$ cat src/rtl/fetch_unit.sv
// fetch_unit: RV32I IF stage holding the PC and IF/ID register; redirects and squashes on taken branches.
// Optional FETCH_PERF_EN adds FetchCount / RedirectCount performance counters.
module fetch_unit #(
    parameter logic [31:0] RESET_PC = 32'h0000_0000,
    parameter logic [31:0] NOP_INST = 32'h0000_0013
) (
    input  logic        clk,
    input  logic        rst,
    input  logic        NextPCSrc,
    input  logic [31:0] BranchTarget,
    input  logic        Stall,
    output logic [31:0] PC,
    input  logic [31:0] ImemInst,
    output logic [31:0] IfIdInst,
    output logic [31:0] IfIdPC,
    output logic [31:0] IfIdPCInc,
    output logic        IfIdValid,
    output logic        FlushIdEx,
`ifdef FETCH_PERF_EN
    output logic [31:0] FetchCount,
    output logic [31:0] RedirectCount,
`endif
    output logic        FetchMisaligned
);
    typedef enum logic {BOOT, RUN} state_t;
    state_t state, next_state;
    logic redirect, advance;
    logic [31:0] pc_inc;
    always_ff @(posedge clk or posedge rst) begin
        if (rst) state <= BOOT;
        else     state <= next_state;
    end
    always_comb begin
        next_state = RUN;
    end
    // Redirect outranks stall; BOOT masks both because the pipeline is empty.
    always_comb begin
        redirect  = (state == RUN) & NextPCSrc;
        advance   = (state == RUN) & ~NextPCSrc & ~Stall;
        FlushIdEx = redirect;
    end
    assign pc_inc = PC + 32'd4;
    always_ff @(posedge clk or posedge rst) begin
        if (rst) begin
            PC              <= {RESET_PC[31:2], 2'b00};
            IfIdInst        <= NOP_INST;
            IfIdPC          <= 32'h0;
            IfIdPCInc       <= 32'h0;
            IfIdValid       <= 1'b0;
            FetchMisaligned <= 1'b0;
        end else if (redirect) begin
            PC              <= {BranchTarget[31:2], 2'b00};
            IfIdInst        <= NOP_INST;
            IfIdValid       <= 1'b0;
            FetchMisaligned <= |BranchTarget[1:0];
        end else if (advance) begin
            PC              <= {pc_inc[31:2], 2'b00};
            IfIdInst        <= ImemInst;
            IfIdPC          <= PC;
            IfIdPCInc       <= pc_inc;
            IfIdValid       <= 1'b1;
            FetchMisaligned <= 1'b0;
        end else begin
            FetchMisaligned <= 1'b0;
        end
    end
`ifdef FETCH_PERF_EN
    always_ff @(posedge clk or posedge rst) begin
        if (rst) begin
            FetchCount    <= 32'h0;
            RedirectCount <= 32'h0;
        end else begin
            FetchCount    <= FetchCount + {31'h0, advance};
            RedirectCount <= RedirectCount + {31'h0, redirect};
        end
    end
`endif
endmodule

$ cat config.mk
export PLATFORM = sky130hd
export DESIGN_NAME = fetch_unit
export DESIGN_NICKNAME = d
export VERILOG_FILES = /design/src/rtl/fetch_unit.sv
export SDC_FILE = /design/constraint.sdc
export NUM_CORES = 1
export LEC_CHECK = 0
export ABC_AREA = 1
export CAP_MARGIN = 15
export CORE_UTILIZATION = 39
export DETAILED_ROUTE_END_ITERATION = 12
export PLACE_DENSITY = 0.68
export SYNTH_ARGS = -nofsm -noshare
export SYNTH_HDL_FRONTEND = slang
export SYNTH_SLANG_ARGS = --single-unit
$ cat constraint.sdc
create_clock -name clk -period 9.7 [get_ports clk]
set_input_delay 1.94 -clock clk [delete_from_list [all_inputs] [get_ports clk]]
set_output_delay 1.94 -clock clk [all_outputs]
set_load 0.05 [all_outputs]
Word-level counts from Yosys, hierarchy flattened --
Index checks and enable logic that the tools add are counted.
Storage, ports and cells: register bits after elaboration 131, bits of input ports 68, word-level logic and storage cells 24
Cells by class: add/subtract/negate cells 1, mux-type cells 7, bitwise gates (word level) 6, reduce and logical (&&, ||, !) cells 3
Operators with widths (number):
- 32-bit two-way mux | 4
- 32-bit by 3-bit adder with 32-bit output, second input constant | 1
- 1-bit AND | 3
- 1-bit two-way mux | 3
- 1-bit NOT | 3
- 2-bit AND reduction | 1
- 2-bit nonzero test | 1
- 2-bit OR reduction | 1

Longest topological paths before layout --
depth in word-level cells 5, mapped depth 9, depth with buffers taken out 9

Least setup slack after synthesis --
OpenSTA, ideal clock, no wires.
kind input to output, start input port NextPCSrc, end output port FlushIdEx, arrival time 2712 ps, path slack 5048 ps, stages 3, path buffers 1, cell sequence nand2_1 inv_1 clkbuf_1
Between the ends: cells in the longest elaborated chain, start to end 1
Ends and longest elaborated chain:
- from (decl) | line 9 | input logic NextPCSrc,
- 1-bit AND | line 38 | redirect = (state == RUN) & NextPCSrc;
- to (decl) | line 18 | output logic FlushIdEx,
No other way between the ends.

Final worst setup path --
Same ends and word-level chain as after synthesis.

==> impl_metrics.json <==
{
  "outcome": "finished, final reports clean",
  "startpoint_type": "primary input",
  "post-route-period-util_pct": 59.4,
  "cts_resized": 0,
  "synth_seq_area_share_pct": 56.2,
  "fin_cells": 1018,
  "hold_path_depth": 2,
  "reg2regPathDepth": 4,
  "dieArea_mm2": 0.0148,
  "crit_fanout": 31,
  "post-route-util_pct": 59.2,
  "holdBufCountCts": 0,
  "grt-busiest-layer": "met2",
  "drv_cap": 0,
  "cts_root_buffer": "clkbuf_16",
  "fin_skew_ns": 0.00924,
  "met2_usage_pct": 34.6,
  "ys_warn_count": 0,
  "p_leak_nw": 3.86,
  "synthArstFlopShare_pct": 100,
  "synth_cell_type_count": 28,
  "place_hpwl_mm": 10.9,
  "pin_count": 199,
  "firstDrtPassIters": 5,
  "r2r-end": "IfIdInst[26]",
  "gp_congestion": 0.885,
  "grt_pass1_wl_mm": 24.6,
  "grt_overflow": 0,
  "fp.coreArea_mm2": 0.0139,
  "nNetsFinal": 896,
  "powerDensity_mw_per_mm2": 245,
  "setup_viol": 0,
  "dr_total_vias": 4980,
  "holdPathEnd": "IfIdPC[3]",
  "place_inst": 987,
  "clk_pin_slew_ns": 0.05,
  "cp.required_ns": 7.76,
  "grt_use_met1_pct": 29.0,
  "clk_latency_ns": 0.41,
  "detail_route.wl_per_cell_um": 15.4,
  "drtIter0Drc": 318,
  "drive_gt1_share_pct": 8.23,
  "netlist_area_mm2": 0.00557,
  "crit_type": "primary input to primary output",
  "diodes": 0,
  "hp-class": "register to register",
  "max_freq_mhz": 174,
  "finalMaxSlewViolations": 0,
  "io_buffer_count": 192,
  "clkSinkCount": 125,
  "yosys_register_bits": 125,
  "die_w_um": 122,
  "antenna_found_initial": 0,
  "hold_viol": 0,
  "critPathCaptureType": "primary output",
  "tightest_slew_ns": 0.948,
  "drc": 0,
  "wl_mm": 15.6,
  "grtUsageMet3_pct": 5.38,
  "worstReg2RegStart": "state",
  "cts_tree": "built",
  "grt_pass1_vias": 4811,
  "syn_inst": 638,
  "hp-start": "IfIdPC[3]",
  "initial_core_util_pct": 40.0,
  "via_per_inst": 4.89,
  "cts_max_level": 4,
  "slew_headroom_pct": 36.8,
  "finalPower_mw": 2.03,
  "period_needed_ns": 5.76,
  "tns_ns": 0,
  "reg2reg_slack_ns": 6.55,
  "grt_max_degree": 91,
  "ys.flop_type": "dfrtp_1",
  "postCtsSetupRepairBufs": 0,
  "synth_area_per_cell_um2": 8.73,
  "rsz0062_at_grt": "false",
  "cts_buffer_depth": 2,
  "grt.total_usage_pct": 22.0,
  "peakVddDrop_v": 0.000127,
  "synth_edf_count": 0,
  "rows": 43,
  "cts_made_buffers": 17,
  "ant_nets": 0,
  "area_delta_synth_final_pct": 48.1,
  "die_h_um": 122,
  "cp.arrival_ns": 3.82
}
[sequential cells by signal, indices dropped and copies added (netlist names)]
| name | count |
|---|---|
| state | 1 |
| IfIdPC | 30 |
| IfIdPCInc | 30 |
| IfIdValid | 1 |
| IfIdInst | 32 |
| PC | 30 |
| FetchMisaligned | 1 |
[logic make-up (layout without fill, tap and decap cells)]
kind of cell,count (synthesis),in the layout,synth area share (%)
compound gates,83,83,9.88
xor+xnor,4,4,0.629
fa+ha+maj,1,1,0.224
buf+inv,78,273,6.06
flops,125,125,56.2
other cells,2,7,0.135
simple gates,345,345,26.9
[through the flow]
stage          hold slack, ns  setup slack (ns)  instance area [µm²]
2_1_floorplan           0.573              4.44                 5590
3_3_place_gp            0.463              3.98                 7600
3_5_place_dp            0.465              3.97                 7600
4_1_cts                 0.481              3.94                 8230
5_1_grt                 0.496              3.85                 8250
6_report                0.478              3.94                 8250
[critical path, cell delays in order]
cell	delay (ns)
clkdlybuf4s50_1	0.48
nand2_1	0.08
inv_1	0.08
buf_4	0.36
clkdlybuf4s50_1	0.88
[final cells by class]
type | instances | area, µm²
multi-input combinational | 440 | 2120
sequential | 125 | 3130
inverter | 47 | 179
tap | 180 | 225
fill | 1216 | 5680
timing repair buffer | 196 | 1960
clock inverter | 10 | 164
clock buffer | 20 | 467
[cell usage after synthesis, types with 3 or more instances]
library cell / instances / share of area [%]
dfstp_2: 3 / 1.4
nand2_2: 6 / 0.67
inv_1: 46 / 3.1
nand3_1: 43 / 3.9
nand2_1: 243 / 16
nor2_4: 5 / 1.0
a22o_1: 29 / 4.6
o22a_1: 3 / 0.47
nor2_2: 8 / 0.90
o21bai_1: 3 / 0.40
clkbuf_1: 13 / 0.88
o21ai_0: 43 / 3.9
nor2_1: 28 / 1.9
xnor2_1: 4 / 0.63
buf_2: 9 / 0.81
buf_4: 9 / 1.2
dfrtp_1: 122 / 55
nand3_2: 6 / 1.1
[routing by layer]
layer  vias up  share of wire, %
met4         0               1.6
met1      2362                44
met3        16               6.9
li1       2407                 -
met5         -                 0
met2       195                47
[placed cells by master (no fill, tap or decap), types with 5 or more instances in the layout]
| cell type | synthesis | routed |
|---|---|---|
| a22o_1 | 29 | 29 |
| clkbuf_16 | 0 | 17 |
| clkdlybuf4s50_1 | 0 | 192 |
| conb_1 | 2 | 7 |
| dfrtp_1 | 122 | 122 |
| inv_1 | 46 | 44 |
| nand2_1 | 243 | 243 |
| nand2_2 | 6 | 6 |
| nand3_1 | 43 | 43 |
| nand3_2 | 6 | 6 |
| nor2_1 | 28 | 28 |
| nor2_2 | 8 | 8 |
| nor2_4 | 5 | 5 |
| o21ai_0 | 43 | 43 |
[worst max-delay path by stage]
stage	slack [ns]	cells after the start	from	to
6_report	3.94	5	NextPCSrc	FlushIdEx
5_1_grt	3.85	5	NextPCSrc	FlushIdEx
4_1_cts	3.94	5	NextPCSrc	FlushIdEx
3_5_place_dp	3.97	5	NextPCSrc	FlushIdEx
3_3_place_gp	3.98	5	NextPCSrc	FlushIdEx
2_1_floorplan	4.44	1	rst	FetchMisaligned
[power by group]
| group | internal (mW) | leakage, nW | switching, mW |
|---|---|---|---|
| logic | 0.220 | 1.97 | 0.453 |
| clock network | 0.447 | 0.296 | 0.223 |
| registers | 0.608 | 1.59 | 0.0740 |
Note: power is estimated with default switching activity, not from simulation.
==> RTL change 1, RTL diff (config.mk and constraints unchanged) <==
Build with the macro `FETCH_PERF_EN` defined.
--- a/src/rtl/fetch_unit.sv
+++ b/src/rtl/fetch_unit.sv
@@ -2,2 +2,4 @@
 // Optional FETCH_PERF_EN adds FetchCount / RedirectCount performance counters.
+`define FETCH_PERF_EN
+
 module fetch_unit #(
Behaviour (old outputs only; new: FetchCount and RedirectCount): unchanged (Yosys induction, for registers that start in step).
==> RTL change 1 against the unedited design <==
- synthesized cell count increased by 71%
- area after synthesis up 60%
- sequential cell count is 64 higher
- power is 19% higher
- combinational power is 12% higher
- count of clock-buffer cells in the layout down 2
- via count up 61%
- final area up 49%
- routed wire length increased by 65%
- non-clock buffer count is 65 higher
- setup slack improved by 0.31 ns
- sequential share of layout area grew 0.51 points
- largest cell class unchanged
==> RTL change 1: results (changes against the unedited design) <==
Layout
  – Biggest registers after layout: FetchCount (32), IfIdInst (32), RedirectCount (32)
  – Layout cell share with drive strength beyond 1: 4.35% (-3.9 points)
  – Ant diodes: 0 (unchanged)
  – Fillers: 2047 (+68%)
  – Layout net count: 1417 (+58%)

Detailed routing
  – 1st-iter DRT viols: 382 (+20%)
  – WL final: 25.8 mm (+65%)
  – Vias: 8032 (+61%)

Logic synthesis
  – Post-synthesis async set-or-reset flop share: 100% (unchanged)
  – Synth top area cells: dfrtp_1 (52%), nand2_1 (17%), nor2_1 (4.8%), inv_1 (4.0%), xor2_1 (3.2%)
  – Synth cell count leaders: nand2_1 (401), dfrtp_1 (186), nor2_1 (114)
  – Post-synthesis sequential area ratio: 53.1% (-3.1 points)
  – Netlist cell types: 30 (+7.1%)

Timing
  – Tmin final: 5.45 ns (-0.314 ns)
  – Skew final: 0.0122 ns (+0.00299 ns)
  – Tightest Pin Transition: 1.00 ns (+0.0539 ns)

Clocking
  – CTS HTree Levels: 4 (unchanged)
  – Post_cts resized: 0 (unchanged)
  – Worst-Skew Late Latency: 0.43 ns (+0.02 ns)
  – Reg clk slew, reported paths: 0.07 ns (+0.02 ns)

Power
  – Leakage power: 5.64 nW (+46%)
  – VDD IR max: 120 uV (-4.9%)

Placed design
  – Placed wire-length estimate: 19.1 mm (+75%)
  – IO buf count: 256 (+33%)
  – Routability Congestion: 0.915 (+3.4%)
  – Pre-CTS setup slack: 4.25 ns (+0.285 ns)

Global routing
  – GRT Total Usage: 22.9% (+0.95 points)
  – Vias in the first global route: 8086 (+68%)
  – Largest net degree at the start of global routing: 123 (+35%)
  – Initial antenna violation count: 0 (unchanged)
  – First-pass GRT wire length: 42.1 mm (+71%)

Critical path
  – Worst reg2reg path depth: 12 (+8)
  – Reg2reg setup slack: 6.77 ns (+0.22 ns)
  – Crit path capture: FlushIdEx
  – CP Class: in -> out
  – Largest stage delay, worst path: 0.81 ns (-0.07 ns)
  – Max FO, Critical Path: 4 (-87%)
  – Reg2reg end: FetchCount[26]

Outcome
  – Status: finished clean
RTL change 1: changes by cell type after synthesis, moves of 4 or more:
cell / delta
dfrtp_1: +64
nor2_1: +86
nor3_1: +18
o21ai_0: +5
clkbuf_1: +5
xor2_1: +33
nand4_1: +10
xnor2_1: +12
inv_1: +50
nand3b_1: +11
nand3_1: +10
nand2_1: +158
ha_1: +4
RTL change 1: cells by family (layout without fill, tap and decap cells):
kind of cell	count (synthesis)	after routing	share of synthesized area [%]
AOI/OAI and AO/OA	88	88	6.40
xor gates and xnor gates	49	49	4.81
adders and majority gates	5	5	0.701
buffers and inverters	129	391	5.81
DFF	189	189	53.1
other	2	7	0.0842
and+or+nand+nor	628	628	29.1
RTL change 1: how the worst min path moves through the flow:
stage                      start         endpoint  depth (start not counted)
floorplan                  state  FetchMisaligned                          2
global placement      IfIdPC[10]       IfIdPC[10]                          2
detailed placement     IfIdValid        IfIdValid                          2
CTS                    IfIdValid        IfIdValid                          2
global route        IfIdPCInc[7]     IfIdPCInc[7]                          2
finish                 IfIdPC[3]        IfIdPC[3]                          2
RTL change 1: worst min-delay path, cell delays in order, from the launching register on:
cell and delay, ns:
dfrtp_1 0.35, nand2_1 0.05, nand2_1 0.05
RTL change 1: area by class of cell:
class | instances | area [um2] | share of cell area [%]
flip-flops and latches | 189 | 4730 | 38.5
repair buffers | 261 | 2600 | 21.1
clock buffers | 18 | 429 | 3.49
multi-input cells | 777 | 3690 | 29.9
clock inverters | 14 | 134 | 1.09
inverters | 98 | 375 | 3.05
well taps | 280 | 350 | 2.85
RTL change 1: per-stage QoR:
| step | hold slack, ns | total power [W] | cell area, um2 | cells |
|---|---|---|---|---|
| 2_1_floorplan | 0.535 | 0.00146 | 8940 | 1095 |
| 3_3_place_gp | 0.455 | 0.00174 | 11700 | 1605 |
| 3_5_place_dp | 0.462 | 0.00175 | 11700 | 1605 |
| 4_1_cts | 0.480 | 0.00243 | 12300 | 1637 |
| 5_1_grt | 0.507 | 0.00252 | 12300 | 1637 |
| 6_report | 0.475 | 0.00241 | 12300 | 1637 |
RTL change 1: routing by layer:
metal	vias to the layer above	wire length [um]	GRT usage (%)
met2	242	12200	38.3
met1	3814	11300	28.8
met5	-	0	0
met3	39	1640	5.59
met4	0	603	8.32
li1	3937	-	-
RTL change 1: power breakdown:
group / switching (W) / total [W] / internal, W / leakage [nW]
registers: 0.0000943 / 0.000979 / 0.000885 / 2.44
logic: 0.000510 / 0.000752 / 0.000242 / 2.93
clock network: 0.000319 / 0.000678 / 0.000359 / 0.271
==> RTL change 2, RTL diff (same settings) <==
Made on the original files. Add an input register stage for `BranchTarget`, cleared by the reset; this delays it by one clock. The other inputs are not delayed to match.
--- a/src/rtl/fetch_unit.sv
+++ b/src/rtl/fetch_unit.sv
@@ -25,2 +25,13 @@
     typedef enum logic {BOOT, RUN} state_t;
+
+    logic [31:0] BranchTarget_q;
+
+    always_ff @(posedge clk or posedge rst) begin
+        if (rst) begin
+            BranchTarget_q <= '0;
+        end else begin
+            BranchTarget_q <= BranchTarget;
+        end
+    end
+
     state_t state, next_state;
@@ -51,6 +62,6 @@
         end else if (redirect) begin
-            PC              <= {BranchTarget[31:2], 2'b00};
+            PC              <= {BranchTarget_q[31:2], 2'b00};
             IfIdInst        <= NOP_INST;
             IfIdValid       <= 1'b0;
-            FetchMisaligned <= |BranchTarget[1:0];
+            FetchMisaligned <= |BranchTarget_q[1:0];
         end else if (advance) begin
Check against the original RTL: not equivalent (a bounded check fails within 4 cycles, from zero or initial values and one cycle with rst high).
==> RTL change 2 against the unedited design <==
- routed wire length is 5.5% higher
- area after synthesis is 15% higher
- die area is 15% higher
- maximum frequency is 3.5% lower
- final area is 11% higher
- power is 10% higher
- setup slack worse by 0.21 ns
- synthesized cell count is 6.7% higher
- first-iteration DRC count is 27% lower
- utilization is 1.7 points lower
- combinational power is 1% higher
- sequential cell count is 32 higher
- highest routed layer unchanged
==> RTL change 2: results (changes against the unedited design) <==
Placed design
  – Placed wire-length estimate: 11.4 mm (+5.2%)
  – Cell Area, Placed: 8490 um2 (+12%)
  – IO buf count: 192 (unchanged)
  – Pre-CTS setup slack: 3.36 ns (-0.606 ns)
  – Routability Congestion: 0.845 (-4.6%)

Detailed routing
  – Routed Antenna Nets: 0 (unchanged)
  – Detailed Routing Iterations Pass 1: 5 (unchanged)
  – Vias per Instance: 4.71 (-3.7%)
  – 1st-iter DRT viols: 233 (-27%)
  – Drt wl/cell: 15.0 um (-2.2%)

Layout
  – Layout cell share with drive strength beyond 1: 6.68% (-1.6 points)
  – Layout net count: 939 (+4.8%)
  – Biggest registers after layout: BranchTarget_q (32), IfIdInst (32)
  – Ant diodes: 0 (unchanged)
  – Fillers: 1388 (+14%)

Clocking
  – Reg clk slew, reported paths: 0.06 ns
  – Post_cts resized: 0 (unchanged)
  – Worst-Skew Late Latency: 0.42 ns
  – Setup bufs post-CTS: 0 (unchanged)
  – Clk buf depth: 2 (unchanged)
  – Inserted Clock Buffers: 17 (unchanged)
  – CTS root buf: clkbuf_16
  – CTS HTree Levels: 4 (unchanged)

Logic synthesis
  – Most used DFF post-synth: dfrtp_1
  – Post-synthesis sequential area ratio: 61.4% (+5.2 points)
  – Post-synthesis async set-or-reset flop share: 100% (unchanged)
  – Netlist cell types: 31 (+11%)
  – Synth top area cells: dfrtp_1 (60%), nand2_1 (15%), a22o_1 (4.8%), inv_1 (3.1%), o21ai_0 (2.9%)
  – Synth cell count leaders: nand2_1 (249), dfrtp_1 (154), inv_1 (53)
  – YS warnings: 0 (unchanged)
  – Number of synthesized flops with an enable pin: 0 (unchanged)

Worst hold path
  – Hold Path Origin: BranchTarget_q[0]
  – Hold Path End: FetchMisaligned
  – Hold Path Depth: 2 (unchanged)
  – Hold crit path type: reg -> reg

Timing
  – # setup viols final: 0 (unchanged)
  – Tightest Pin Transition: 0.896 ns (-0.0511 ns)
  – Skew final: 0.00837 ns (-0.000876 ns)
  – Final number of max-transition violations: 0 (unchanged)

Outcome
  – Status: finished clean

Run
  – Max-cap violations: 0 (unchanged)

Global routing
  – Vias in the first global route: 5068 (+5.3%)
  – GRT Total Usage: 21.1% (-0.86 points)
  – First-pass GRT wire length: 26.5 mm (+7.9%)
  – Largest net degree at the start of global routing: 100 (+9.9%)
  – Initial antenna violation count: 0 (unchanged)

Critical path
  – Reg2reg end: PC[17]
  – Largest stage delay, worst path: 0.81 ns (-0.07 ns)
  – Slowest-stage cell, CP: clkdlybuf4s50_1
  – Reg2reg setup slack: 6.46 ns (-0.09 ns)
  – Reg-to-Reg Start: state
  – Critical path's top delay family: buffers and inverters
  – Worst reg2reg path depth: 7 (+3)
  – Max FO, Critical Path: 17 (-45%)
  – CP arrival: 4.03 ns (+0.21 ns)

Power
  – Sw frac: 35.5% (-1.6 points)
  – VDD IR max: 112 uV (-11%)
  – Leakage power: 4.39 nW (+14%)
-- RTL change 2: kinds of logic (layout without fill, tap and decap cells) --
logic type                 Yosys count  in the layout  synth area share (%)
adders and majority gates            1              1                 0.195
DFF                                157            157                  61.4
and+or+nand+nor                    339            339                  22.3
buffers and inverters               86            283                  5.68
AOI/OAI and AO/OA                   89             89                  9.37
xor gates and xnor gates             7              7                 0.957
other                                2              7                 0.117
-- RTL change 2: power groups by stage --
stage / Combinational, W / Clock, W / Sequential, W
after floorplan: 0.000141 / 0 / 0.00112
after global placement: 0.000680 / 0 / 0.000834
final: 0.000682 / 0.000727 / 0.000823
after CTS: 0.000688 / 0.000738 / 0.000824
after global routing: 0.000724 / 0.000767 / 0.000837
after detailed placement: 0.000686 / 0 / 0.000833
-- RTL change 2: worst register-to-register path, cell delays in order (launching register included) --
cell and delay (ns):
dfrtp_1 0.42, nand3b_4 0.09, buf_4 0.65, nand2_1 0.81, inv_2 0.89, a22o_1 0.23, inv_1 0.04, nand2_1 0.05
-- RTL change 2: worst max-delay path by stage --
stage / slack (ns) / cells past startpoint / start / endpoint
finish: 3.73 / 5 / NextPCSrc / FlushIdEx
detailed placement: 3.36 / 4 / NextPCSrc / FlushIdEx
global route: 3.61 / 5 / NextPCSrc / FlushIdEx
CTS: 3.34 / 4 / NextPCSrc / FlushIdEx
floorplan: 3.53 / 1 / rst / BranchTarget_q[0]
global placement: 3.41 / 4 / NextPCSrc / FlushIdEx
-- RTL change 2: per-layer routing --
metal | part of all wire [%] | global-route usage, % | vias up | routed length, um
met5 | 0 | 0 | - | 0
met4 | 1.6 | 7.73 | 0 | 267
met3 | 8.4 | 7.67 | 19 | 1390
met2 | 47 | 33.2 | 180 | 7760
met1 | 43 | 26.7 | 2446 | 7090
li1 | - | - | 2535 | -
-- RTL change 2: final cells by class --
class	count	area share, %
inverters	55	2.31
repair buffers	196	21.5
flip-flops and latches	157	42.9
well taps	216	2.95
multi-input cells	443	23.2
clock buffers	21	5.02
clock inverters	11	2.06
-- RTL change 2: per-stage QoR --
| stage | total power (W) | hold WS (ns) | utilization (%) | cells |
|---|---|---|---|---|
| 2_1_floorplan | 0.00126 | 0.437 | - | 686 |
| 3_3_place_gp | 0.00151 | 0.443 | 53.2 | 1066 |
| 3_5_place_dp | 0.00152 | 0.451 | 53.2 | 1066 |
| 4_1_cts | 0.00225 | 0.465 | 57.3 | 1098 |
| 5_1_grt | 0.00233 | 0.486 | 57.5 | 1099 |
| 6_report | 0.00223 | 0.460 | 57.5 | 1099 |
